## config.mk

```make
export PLATFORM = sky130hd
export DESIGN_NAME = pht_upd_queue
export DESIGN_NICKNAME = d
export VERILOG_FILES = /design/src/rtl/pht_upd_queue.sv
export SDC_FILE = /design/constraint.sdc
export NUM_CORES = 1
export LEC_CHECK = 0
export ABC_AREA = 1
export CORE_MARGIN = 2
export CORE_UTILIZATION = 50
export DETAILED_ROUTE_END_ITERATION = 10
export GPL_TIMING_DRIVEN = 0
export PLACE_DENSITY = 0.77
export SLEW_MARGIN = 20
export SYNTH_ARGS = -nofsm -noshare
export SYNTH_HDL_FRONTEND = slang
export SYNTH_SLANG_ARGS = --single-unit
```

## constraint.sdc

```tcl
create_clock -name clock -period 5.9 [get_ports clock]
set_input_delay 1.18 -clock clock [delete_from_list [all_inputs] [get_ports clock]]
set_output_delay 1.18 -clock clock [all_outputs]
set_load 0.02 [all_outputs]
```

## src/rtl/pht_upd_queue.sv

```systemverilog
// In-order PHT update queue: records {index, pred} per fetched branch and drives the PHT write port on retirement.
// Optional build macro PHT_UPDQ_PERF_CNT_EN enables saturating retired-branch / mispredict counters.
module pht_upd_queue #(
  parameter int unsigned LOG_INDEX = 10,
  parameter int unsigned DEPTH     = 8,
  parameter int unsigned LOG_DEPTH = 3
) (
  input  logic                 clock,
  input  logic                 reset_n,
  input  logic                 bp_alloc_vld_i,
  input  logic [LOG_INDEX-1:0] bp_alloc_index_i,
  input  logic                 bp_alloc_pred_i,
  output logic                 bp_alloc_rdy_o,
  output logic [LOG_DEPTH-1:0] bp_alloc_tag_o,
  input  logic                 cm_br_vld_i,
  input  logic                 cm_br_dir_i,
  input  logic                 ex_flush_i,
  output logic [LOG_INDEX-1:0] pht_wt_index_o,
  output logic                 pht_cm_brdir_we_o,
  output logic                 pht_cm_brdir_o,
  output logic                 cm_mispred_o,
  output logic [LOG_DEPTH:0]   updq_cnt_o,
  output logic                 updq_err_o,
  output logic [31:0]          perf_br_cnt_o,
  output logic [31:0]          perf_mispred_cnt_o
);

  localparam int unsigned PW = LOG_DEPTH + 1;

  typedef struct packed {
    logic [LOG_INDEX-1:0] index;
    logic                 pred;
  } entry_t;

  entry_t mem_q [DEPTH];

  logic [PW-1:0]        head_q, head_d, tail_q, tail_d;
  logic [PW-1:0]        cnt_q;
  logic [LOG_DEPTH-1:0] tag_q;
  logic                 rdy_q;
  logic                 we_q, mispred_q, err_q, brdir_q;
  logic [LOG_INDEX-1:0] wt_index_q;

  logic   empty_c, full_d_c, alloc_c, write_c, retire_c, mispred_c, err_c;
  entry_t head_entry_c;

  assign empty_c      = (head_q == tail_q);
  assign head_entry_c = mem_q[head_q[LOG_DEPTH-1:0]];
  assign alloc_c      = bp_alloc_vld_i & rdy_q;
  assign retire_c     = cm_br_vld_i & ~empty_c;
  assign err_c        = cm_br_vld_i & empty_c;
  assign mispred_c    = retire_c & (head_entry_c.pred != cm_br_dir_i);
  // A mispredict or flush squashes everything younger, including a same-cycle allocation.
  assign write_c      = alloc_c & ~mispred_c & ~ex_flush_i;

  // Next pointer state.
  always_comb begin
    head_d = head_q;
    tail_d = tail_q;
    if (retire_c) head_d = head_q + PW'(1);
    if (write_c)  tail_d = tail_q + PW'(1);
    if (mispred_c || ex_flush_i) tail_d = head_d;
  end

  assign full_d_c = (head_d[PW-1] != tail_d[PW-1]) &&
                    (head_d[LOG_DEPTH-1:0] == tail_d[LOG_DEPTH-1:0]);

  // Entry storage, written at the tail slot.
  always_ff @(posedge clock) begin
    if (write_c) begin
      mem_q[tail_q[LOG_DEPTH-1:0]] <= '{index: bp_alloc_index_i, pred: bp_alloc_pred_i};
    end
  end

  always_ff @(posedge clock or negedge reset_n) begin
    if (!reset_n) begin
      head_q     <= '0;
      tail_q     <= '0;
      cnt_q      <= '0;
      tag_q      <= '0;
      rdy_q      <= 1'b0;
      we_q       <= 1'b0;
      mispred_q  <= 1'b0;
      err_q      <= 1'b0;
      brdir_q    <= 1'b0;
      wt_index_q <= '0;
    end else begin
      head_q    <= head_d;
      tail_q    <= tail_d;
      cnt_q     <= tail_d - head_d;
      tag_q     <= tail_d[LOG_DEPTH-1:0];
      rdy_q     <= ~full_d_c;
      we_q      <= retire_c;
      mispred_q <= mispred_c;
      err_q     <= err_c;
      // Index and direction hold their last value between updates.
      if (retire_c) begin
        wt_index_q <= head_entry_c.index;
        brdir_q    <= cm_br_dir_i;
      end
    end
  end

`ifdef PHT_UPDQ_PERF_CNT_EN
  logic [31:0] perf_br_q, perf_mispred_q;

  // Saturating event counters; not cleared by flush.
  always_ff @(posedge clock or negedge reset_n) begin
    if (!reset_n) begin
      perf_br_q      <= '0;
      perf_mispred_q <= '0;
    end else begin
      if (retire_c && (perf_br_q != 32'hFFFF_FFFF))       perf_br_q      <= perf_br_q + 32'd1;
      if (mispred_c && (perf_mispred_q != 32'hFFFF_FFFF)) perf_mispred_q <= perf_mispred_q + 32'd1;
    end
  end

  assign perf_br_cnt_o      = perf_br_q;
  assign perf_mispred_cnt_o = perf_mispred_q;
`else
  assign perf_br_cnt_o      = 32'h0;
  assign perf_mispred_cnt_o = 32'h0;
`endif

  assign bp_alloc_rdy_o    = rdy_q;
  assign bp_alloc_tag_o    = tag_q;
  assign pht_wt_index_o    = wt_index_q;
  assign pht_cm_brdir_we_o = we_q;
  assign pht_cm_brdir_o    = brdir_q;
  assign cm_mispred_o      = mispred_q;
  assign updq_cnt_o        = cnt_q;
  assign updq_err_o        = err_q;

endmodule

```

* Word-level counts from Yosys, hierarchy flattened
Memories as Yosys holds them, arrays and structs flattened. Index checks and enable logic that the tools add are counted. W data, S select, Z words.
Storage, ports and cells: bits of input ports 17, memory bits (writable) 88, output and inout bits 86, memories kept 1, register bits after elaboration 30
Memory list:
- mem_q | depth 8, bits a word 11, read ports 1, clocked after Yosys merged registers in 0, write ports 1, line 35 | entry_t mem_q [DEPTH];
Cells by class: reduce and logical (&&, ||, !) cells 2, bitwise logic cells 10, mux-type cells 5, add/sub/neg operators 3, eq/ne operators 4
Operators by type and width (number):
- $mux W4 | 3
- $add A4 B1 Y4 const B | 2
- $and A1 B1 Y1 | 6
- $eq A4 B4 Y1 | 1
- $not A1 Y1 | 4
- $sub A4 B4 Y4 | 1
- $eq A3 B3 Y1 | 1
- $mux W1 | 2
- $ne A1 B1 Y1 | 2
- $logic_and A1 B1 Y1 | 1
- $logic_or A1 B1 Y1 | 1

* Depth between registers and ports, before layout
Gate-level depths: netlist (run 1).
word-level depth 12, gate-level depth with buffers 18, gate-level depth less buffers 18

* Worst setup path after synthesis (run 1)
OpenSTA, ideal clock, no wires.
path kind input -> register, start input port cm_br_vld_i, end register cnt_q[3], in the netlist updq_cnt_o[3], cell stages on the path 12, path buffers 0, arrival 2.807 ns, setup slack 3.028 ns, required time 5.835 ns, library setup time 0.065 ns, cells stage by stage inv_1 -> a21oi_4 -> inv_1 -> nor2_1 -> xor2_1 -> o21ai_1 -> ha_1 -> a21oi_1 -> inv_1 -> a21oi_2 -> nand2_1 -> nand2_1
Between the ends: cells in the longest elaborated chain, start to end 8, elaborated cells between the ends (all ways) 10, those cells by class 1 x add/sub; 3 x mux; 5 x bitwise; 1 x reduce/logical
RTL lines:
- start, declared | line 15 | input logic cm_br_vld_i,
- $and A1 B1 Y1 (*) | line 50 | assign retire_c = cm_br_vld_i & ~empty_c;
- $and A1 B1 Y1 | line 52 | assign mispred_c = retire_c & (head_entry_c.pred != cm_br_dir_i);
- $not A1 Y1 | line 54 | assign write_c = alloc_c & ~mispred_c & ~ex_flush_i;
- $and A1 B1 Y1 (2 in a row) | line 54
- $mux W4 | line 61 | if (write_c) tail_d = tail_q + PW'(1);
- $mux W4 (*) | line 62 | if (mispred_c || ex_flush_i) tail_d = head_d;
- net tail_d[2] | line 37 | logic [PW-1:0] head_q, head_d, tail_q, tail_d;
- $sub A4 B4 Y4 (*) | line 90 | cnt_q <= tail_d - head_d;
- end signal, assigned | line 90
- end, declared | line 38 | logic [PW-1:0] cnt_q;
Mark *: on every way through the listed nets, which the timed path passes. The rest lies on a longest branch. A chain may end at the register's enable or synchronous reset.

* Final worst setup path (run 1)
start input port cm_br_dir_i, end memory mem_q[2][7] (netlist bit) (enable)
Between the ends: cells in the longest elaborated chain, start to end 7
RTL lines:
- start, declared | line 16 | input logic cm_br_dir_i,
- $ne A1 B1 Y1 | line 52
- $and A1 B1 Y1 | line 52
- $not A1 Y1 | line 54
- $and A1 B1 Y1 (2 in a row) | line 54
- $mux W1 | line 70 | if (write_c) begin
- $mux W1 (implied by the code) | line 71 | mem_q[tail_q[LOG_DEPTH-1:0]] <= '{index: bp_alloc_index_i, pred: bp_alloc_pred_i};
- end, declared | line 35
No other way between the ends.

==> key figures, run 1 <==
Outcome
  – Outcome: complete, no violations

Drt
  – WL final: 11400 um
  – Residual DRC: 0
  – Detail Route Antenna Nets: 0
  – Pre-antenna DRT Iters: 5
  – Initial DRC Count: ~340
  – DR vias/cell: 4.92
  – Via Count: 3655
  – Routed WL per cell: 15.4 um

Setup path
  – Crit path arrival time: 3.35 ns
  – CP Class: in -> reg
  – CP required: 6.03 ns
  – Critical path fanouts, max: 11
  – Crit path capture type: register
  – FF-to-FF setup slack: 2.94 ns
  – Startpoint Class: input pin

Layout
  – Finished Core Util: 64.9%
  – Antenna Cells: 0
  – Share of cells above drive strength 1: 19.4%
  – Most frequent cells in the layout: edfxtp_1 (88), buf_4 (69), conb_1 (64)
  – Final instance area: approximately 0.0067 mm2
  – Fillers: 768
  – Multi-input combinational cell area: 0.00149 mm2
  – Register area: 0.00332 mm2
  – Non-Filler Instances: approximately 740
  – Final #Nets: 617
  – Area growth syn-to-layout: 26.8%
  – Commonest non-fill, non-tap cell in the layout: edfxtp_1

STA
  – Final Hold Violating Endpoints: 0
  – Least-Margin Pin Slew: 1.13 ns
  – Unrepaired setup endpoints after global routing: false
  – Clk_skew: 0.0114 ns
  – Fin crit share: approximately 54%
  – Final setup fails: 0
  – Max Fclk: 311 MHz
  – Slew Limit Fails: 0
  – Tmin final: 3.21 ns
  – Max-slew headroom: 24.4%
  – TNS Setup: 0 ns

Global routing
  – Initial antenna violation count: 0
  – GRT Util Overall: 20.6%
  – GR Overflow Total: 0
  – Vias in the first global route: 3446
  – First-pass GRT wire length: 17400 um
  – Largest net degree at the start of global routing: 28

Clock tree
  – CTS sink cnt: around 120
  – H-tree levels: 4
  – TritonCTS clock tree: yes
  – Clock transition at path regs: 0.06 ns
  – Number of CTS-inserted buffers: 17
  – Cts hold-fix bufs: 0
  – Post-CTS setup buffers: 0
  – Clock Latency Late Sink: between 0.5 and 0.6 ns
  – CTS root buffer: clkbuf_8
  – CTS resizes: 0
  – Maximum clock insertion buffer count: 2

Synthesis
  – Cells after Synth: roughly 470
  – Yosys warnings: 0
  – Netlist cell types: 26
  – Sequential-to-total area share from yosys stat: 63.1%
  – Synthesized cell area: ~0.0053 mm2
  – Seq cells post-synth: 115
  – Avg Inst Size Synth: between 10 and 15 um2

Floorplan
  – Die span in y: 107 um
  – Total I/O pin count: a little over 100
  – Core Area: 0.0103 mm2
  – Core Rows: 37
  – Starting Density: 51.2%
  – Die X: around 110 um
  – Die area: 0.0114 mm2

Power and ir drop
  – Pwr dens: 521 mW/mm2
  – Leak Pwr: 0.00281 uW
  – IR drop worst, VDD: 0.367 mV

Place
  – GPL Wtd Cong: 0.865
  – Number of cells after detailed placement: approximately 700
  – I/O Buffers: 38
  – DP Wirelength: 7250 um
  – Placed instance area: 0.00604 mm2

Run
  – Max_cap viols: 0

Hold path
  – Min-Delay Path Class: reg -> reg
==> final timing paths <==
path | start | end | depth (start not counted)
max | cm_br_dir_i | mem_q[2][7]$_DFFE_PP_ | 7
max reg2reg | head_q[0]$_DFF_PN0_ | mem_q[2][7]$_DFFE_PP_ | 10
min in group asynchronous | reset_n | bp_alloc_tag_o[1]$_DFF_PN0_ | 1
min | pht_cm_brdir_o$_DFFE_PN0N_ | pht_cm_brdir_o$_DFFE_PN0N_ | 2
max in group asynchronous | reset_n | pht_wt_index_o[7]$_DFFE_PN0N_ | 1
min reg2reg | pht_cm_brdir_o$_DFFE_PN0N_ | pht_cm_brdir_o$_DFFE_PN0N_ | 2
==> synthesized netlist by cell type <==
cell      instances  area [um2]
nand3_1          12        60.1
buf_1             1        3.75
xor2_1            8        70.1
conb_1            1        3.75
ha_1              5        62.6
o22ai_1          20         125
fa_1              1        20.0
clkbuf_1         15        56.3
nand3_4           2        35.0
o21ai_1          13        65.1
inv_2             4        15.0
nand2_4           2        22.5
nand2_1          50         188
nor2_1           64         240
inv_1            28         105
a21oi_4           1        16.3
edfxtp_1         88        2640
a21oi_2           1        8.76
nand4_2           1        12.5
dfrtp_1          27         676
nor2_2            2        12.5
a21oi_1           2        10.0
buf_4            69         518
o21ai_0          54         270
o21ai_2           1        8.76
nand4_1           2        12.5
==> sequential cells by signal, summed over array words and instances (netlist names) <==
| signal | count |
|---|---|
| bp_alloc_rdy_o | 1 |
| bp_alloc_tag_o | 2 |
| cm_mispred_o | 1 |
| head_q | 4 |
| mem_q | 88 |
| pht_cm_brdir_o | 1 |
| pht_cm_brdir_we_o | 1 |
| pht_wt_index_o | 10 |
| tail_q | 2 |
| updq_cnt_o | 4 |
| updq_err_o | 1 |
==> where the power goes <==
| part | switching (uW) | internal [uW] | total, uW | leakage [uW] |
|---|---|---|---|---|
| registers | 86.6 | 1010 | 1100 | 0.00111 |
| clock network | 378 | 691 | 1070 | 0.000293 |
| logic | 838 | 470 | 1310 | 0.00140 |
==> layer usage <==
| metal | wire length (um) | part of all wire (%) | vias up | GRT usage, % |
|---|---|---|---|---|
| met5 | 0 | 0 | - | 0 |
| met4 | 155 | 1.4 | 0 | 7.88 |
| met3 | 980 | 8.6 | 22 | 5.52 |
| met2 | 5660 | 50 | 192 | 34.6 |
| met1 | 4610 | 40 | 1716 | 25.5 |
| li1 | - | - | 1725 | - |
==> metrics by stage <==
| stage | setup WS (ns) | total power, uW | hold slack (ns) |
|---|---|---|---|
| after floorplan | 3.03 | 1970 | 0.591 |
| after global placement | 2.24 | 2340 | 0.500 |
| after detailed placement | 2.20 | 2380 | 0.500 |
| after CTS | 2.75 | 3470 | 0.519 |
| after global routing | 2.55 | 3670 | 0.540 |
| final | 2.69 | 3480 | 0.525 |
==> critical path: stages <==
cell and delay [ns]:
clkdlybuf4s50_1 0.51, nand3_1 0.13, nand3_4 0.13, nand2_4 0.07, inv_2 0.16, nand3_1 0.24, nor2_1 0.92
==> cells by family (layout without fill, tap and decap cells) <==
| group | Yosys count | count (layout) | share of synthesized area [%] |
|---|---|---|---|
| fa+ha+maj | 6 | 6 | 1.57 |
| other cells | 1 | 64 | 0.0713 |
| xor+xnor | 8 | 8 | 1.33 |
| buf+inv | 117 | 187 | 13.3 |
| compound gates | 92 | 92 | 9.59 |
| simple gates | 135 | 135 | 11.1 |
| flops | 115 | 115 | 63.1 |
==> layout make-up <==
class | instances | area share [%]
Timing Repair Buffer | 38 | 5.63
Clock inverter | 14 | 3.06
Sequential cell | 115 | 49.7
Inverter | 32 | 1.80
Buffer | 85 | 8.66
Clock buffer | 18 | 6.26
Tap cell | 136 | 2.55
Multi-Input combinational cell | 305 | 22.3
(Power assumes the default switching activity.)
==> run 2, diff against run 1 <==
--- a/config.mk
+++ b/config.mk
@@ -7,10 +7,10 @@
 export LEC_CHECK = 0
 export ABC_AREA = 1
 export CORE_MARGIN = 2
-export CORE_UTILIZATION = 50
+export CORE_UTILIZATION = 47
 export DETAILED_ROUTE_END_ITERATION = 10
 export GPL_TIMING_DRIVEN = 0
-export PLACE_DENSITY = 0.77
+export PLACE_DENSITY = 0.76
 export SLEW_MARGIN = 20
 export SYNTH_ARGS = -nofsm -noshare
 export SYNTH_HDL_FRONTEND = slang
==> constraint.sdc (replaced) <==
create_clock -name clock -period 2.71 [get_ports clock]
set_input_delay 0.542 -clock clock [delete_from_list [all_inputs] [get_ports clock]]
set_output_delay 0.542 -clock clock [all_outputs]
set_load 0.02 [all_outputs]
==> run 2 against run 1 <==
The flow now finishes with violations (setup timing). Sequential share of layout area fell by 1.3 points. Clock power rose by 110%. Via count rose by 1.8%. Hold slack got worse by 0.50 ns. Routed wire length fell by 1.1%. Total power rose by 130%. Non-clock buffer count rose by 12. Utilization fell by 2.0 points. Sequential cell count did not move. Critical endpoint is now mem_q[0][3]$_DFFE_PP_.
==> key figures, run 2 (synthesis results as in run 1) <==
Outcome
  – Outcome: complete, but fails checks
  – Failing checks: setup timing

Layout
  – Share of cells above drive strength 1: 24.6% (+5.1 points)
  – Commonest non-fill, non-tap cell in the layout: edfxtp_1
  – Area growth syn-to-layout: 30.3%
  – Final #Nets: 629 (+1.9%)
  – Number of flip-flops in the largest register: 88 (unchanged)
  – Fillers: 783 (+2.0%)
  – Non-Filler Instances: 759 (+2.2%)
  – Most frequent cells in the layout: edfxtp_1 (88), buf_4 (76), conb_1 (64)
  – Antenna Cells: 0 (unchanged)

Floorplan
  – Total I/O pin count: 103 (unchanged)
  – Starting Density: 48.3% (-2.9 points)
  – Die span in y: 110 um (+3.0%)
  – Die area: 0.0121 mm2 (+6.1%)
  – Die X: 110 um (+3.0%)
  – Core Rows: 38 (+2.7%)
  – Core Area: 0.0109 mm2 (+5.9%)

Setup path
  – R2r endpoint: mem_q[0][3]$_DFFE_PP_
  – CP required: 2.85 ns (-3.18 ns)
  – Crit path arrival time: 3.09 ns (-0.26 ns)
  – R2R depth: 8 (-2)
  – FF-to-FF Start: head_q[2]$_DFF_PN0_
  – Crit path capture type: register
  – CP Class: reg -> reg
  – Critical path fanouts, max: 11 (unchanged)
  – Startpoint Class: register
  – FF-to-FF setup slack: -0.24 ns (-3.18 ns)

Run
  – Max_cap viols: 0 (unchanged)

Place
  – I/O Buffers: 38 (unchanged)
  – Pre-CTS setup slack: -0.365 ns (-2.57 ns)
  – DP Wirelength: 7230 um (-0.26%)
  – GPL Wtd Cong: 0.798 (-7.7%)
  – Number of cells after detailed placement: 715 (+0.56%)

Clock tree
  – H-tree levels: 4 (unchanged)
  – CTS root buffer: clkbuf_8
  – Clock Latency Late Sink: 0.53 ns (about the same)
  – Clock transition at path regs: 0.06 ns (about the same)
  – TritonCTS clock tree: yes
  – Maximum clock insertion buffer count: 2 (unchanged)
  – Number of CTS-inserted buffers: 17 (unchanged)
  – CTS sink cnt: 115 (unchanged)

Drt
  – Pre-antenna DRT Iters: 5 (unchanged)
  – Via Count: 3721 (+1.8%)
  – Residual DRC: 0 (unchanged)
  – WL final: 11300 um (-1.1%)
  – Initial DRC Count: 573 (+68%)
  – DR vias/cell: 4.90 (-0.34%)
  – Detail Route Antenna Nets: 0 (unchanged)
  – Routed WL per cell: 14.9 um (-3.1%)

Power and ir drop
  – Int Power: 4890 uW (+120%)
  – Sw Pwr: 2990 uW (+130%)
  – Flop pwr share: 30.2% (-1.4 points)
  – Sw frac: 38.0% (+0.52 points)
  – Logic pwr share: 41.7% (+4.1 points)
  – Leak Pwr: 0.00287 uW (+2.1%)
  – Clock Power Share: 28.1% (-2.7 points)
  – Pwr dens: 1150 mW/mm2 (+120%)
  – IR drop worst, VDD: 0.492 mV (+34%)

STA
  – Tmin final: 2.95 ns
  – Clk_skew: 0.0104 ns (-0.000928 ns)
  – Max Fclk: around 340 MHz
  – Slew Limit Fails: 0 (unchanged)
  – Final Hold Violating Endpoints: 0 (unchanged)
  – Final setup fails: 33 (+33)
  – Final setup margin: -0.241 ns (-2.93 ns)
  – Least-Margin Pin Slew: 1.08 ns (-0.0463 ns)
  – Unrepaired setup endpoints after global routing: true
  – Fin crit share: 109%
  – Max-slew headroom: 27.5% (+3.1 points)

Global routing
  – Largest net degree at the start of global routing: 28 (unchanged)
  – GR Overflow Total: 0 (unchanged)
  – Vias in the first global route: 3368 (-2.3%)
  – First-pass GRT wire length: 16300 um (-6.2%)
  – GRT Util Overall: 18.9% (-1.7 points)
  – Initial antenna violation count: 0 (unchanged)

Hold path
  – Min-Delay Path Class: in -> async
run 2: cell count changes in the layout (fill, tap and decap cells not counted), moves of 3 or more:
cell / previous run / this run
nand2_2: 0 / 5
buf_4: 69 / 76
inv_1: 28 / 23
dfrtp_2: 0 / 4
clkinv_2: 0 / 4
nand2_1: 50 / 45
dfrtp_1: 27 / 23
buf_6: 0 / 4
o21ai_1: 13 / 10
run 2: area by class of cell:
class	count	area (um2)	area share, %
clock buffers	17	414	6.04
well taps	140	175	2.56
inverters	32	131	1.92
repair buffers	50	470	6.86
multi-input cells	305	1570	23.0
flip-flops and latches	115	3320	48.5
plain buffers	85	586	8.54
clock inverters	15	180	2.63
run 2: critical path: stages, from the launching register on:
cell and delay [ns]:
dfrtp_2 0.45, xor2_1 0.18, nor2_1 0.25, a21oi_4 0.13, nand3_4 0.15, nand2_4 0.08
inv_2 0.19, nand3_1 0.24, nor2_1 0.88
run 2: metrics by stage:
| stage | total power (uW) | instance area [um2] | util (%) | hold WS, ns | TNS, ns |
|---|---|---|---|---|---|
| floorplan | 4290 | 5500 | - | 0.246 | 0 |
| global placement | 5100 | 6050 | 55.6 | 0.479 | -11.67 |
| detailed placement | 5190 | 6050 | 55.5 | 0.479 | -13.61 |
| CTS | 7440 | 6680 | 61.3 | 0.0459 | -5.77 |
| global route | 8320 | 6850 | 63.0 | 0.0871 | -9.96 |
| finish | 7880 | 6850 | 63.0 | 0.0267 | -6.66 |
run 2: power groups by stage:
stage	registers, uW	logic [uW]	clock network (uW)
after CTS	2360	2860	2220
final	2380	3290	2210
after global placement	2380	2710	0
after floorplan	2530	1760	0
after detailed placement	2390	2790	0
after global routing	2410	3610	2300
run 2: how the worst max path moves through the flow:
| stage | start | to | slack, ns |
|---|---|---|---|
| floorplan | head_q[1]$_DFF_PN0_ | updq_cnt_o[3]$_DFF_PN0_ | 0.30 |
| global placement | cm_br_dir_i | mem_q[0][6]$_DFFE_PP_ | -0.26 |
| detailed placement | cm_br_vld_i | updq_cnt_o[3]$_DFF_PN0_ | -0.37 |
| CTS | head_q[0]$_DFF_PN0_ | mem_q[0][9]$_DFFE_PP_ | -0.16 |
| global route | head_q[2]$_DFF_PN0_ | mem_q[4][2]$_DFFE_PP_ | -0.30 |
| finish | head_q[2]$_DFF_PN0_ | mem_q[0][3]$_DFFE_PP_ | -0.24 |
run 2: timing repair:
item | 4_1_cts | 5_1_grt
setup endpoints to repair | 45 | 67
cloned | 0 | 0
resized for setup | 1 | 35
pin swaps | 2 | 10
hold buffers | 0 | 0
setup buffers | 4 | 9
run 2: layer usage:
layer	vias to the layer above	share of wire, %	GRT usage [%]
li1	1756	-	-
met1	1712	39	22.3
met2	230	49	30.6
met3	23	10	5.57
met4	0	1.8	10.9
met5	-	0	0
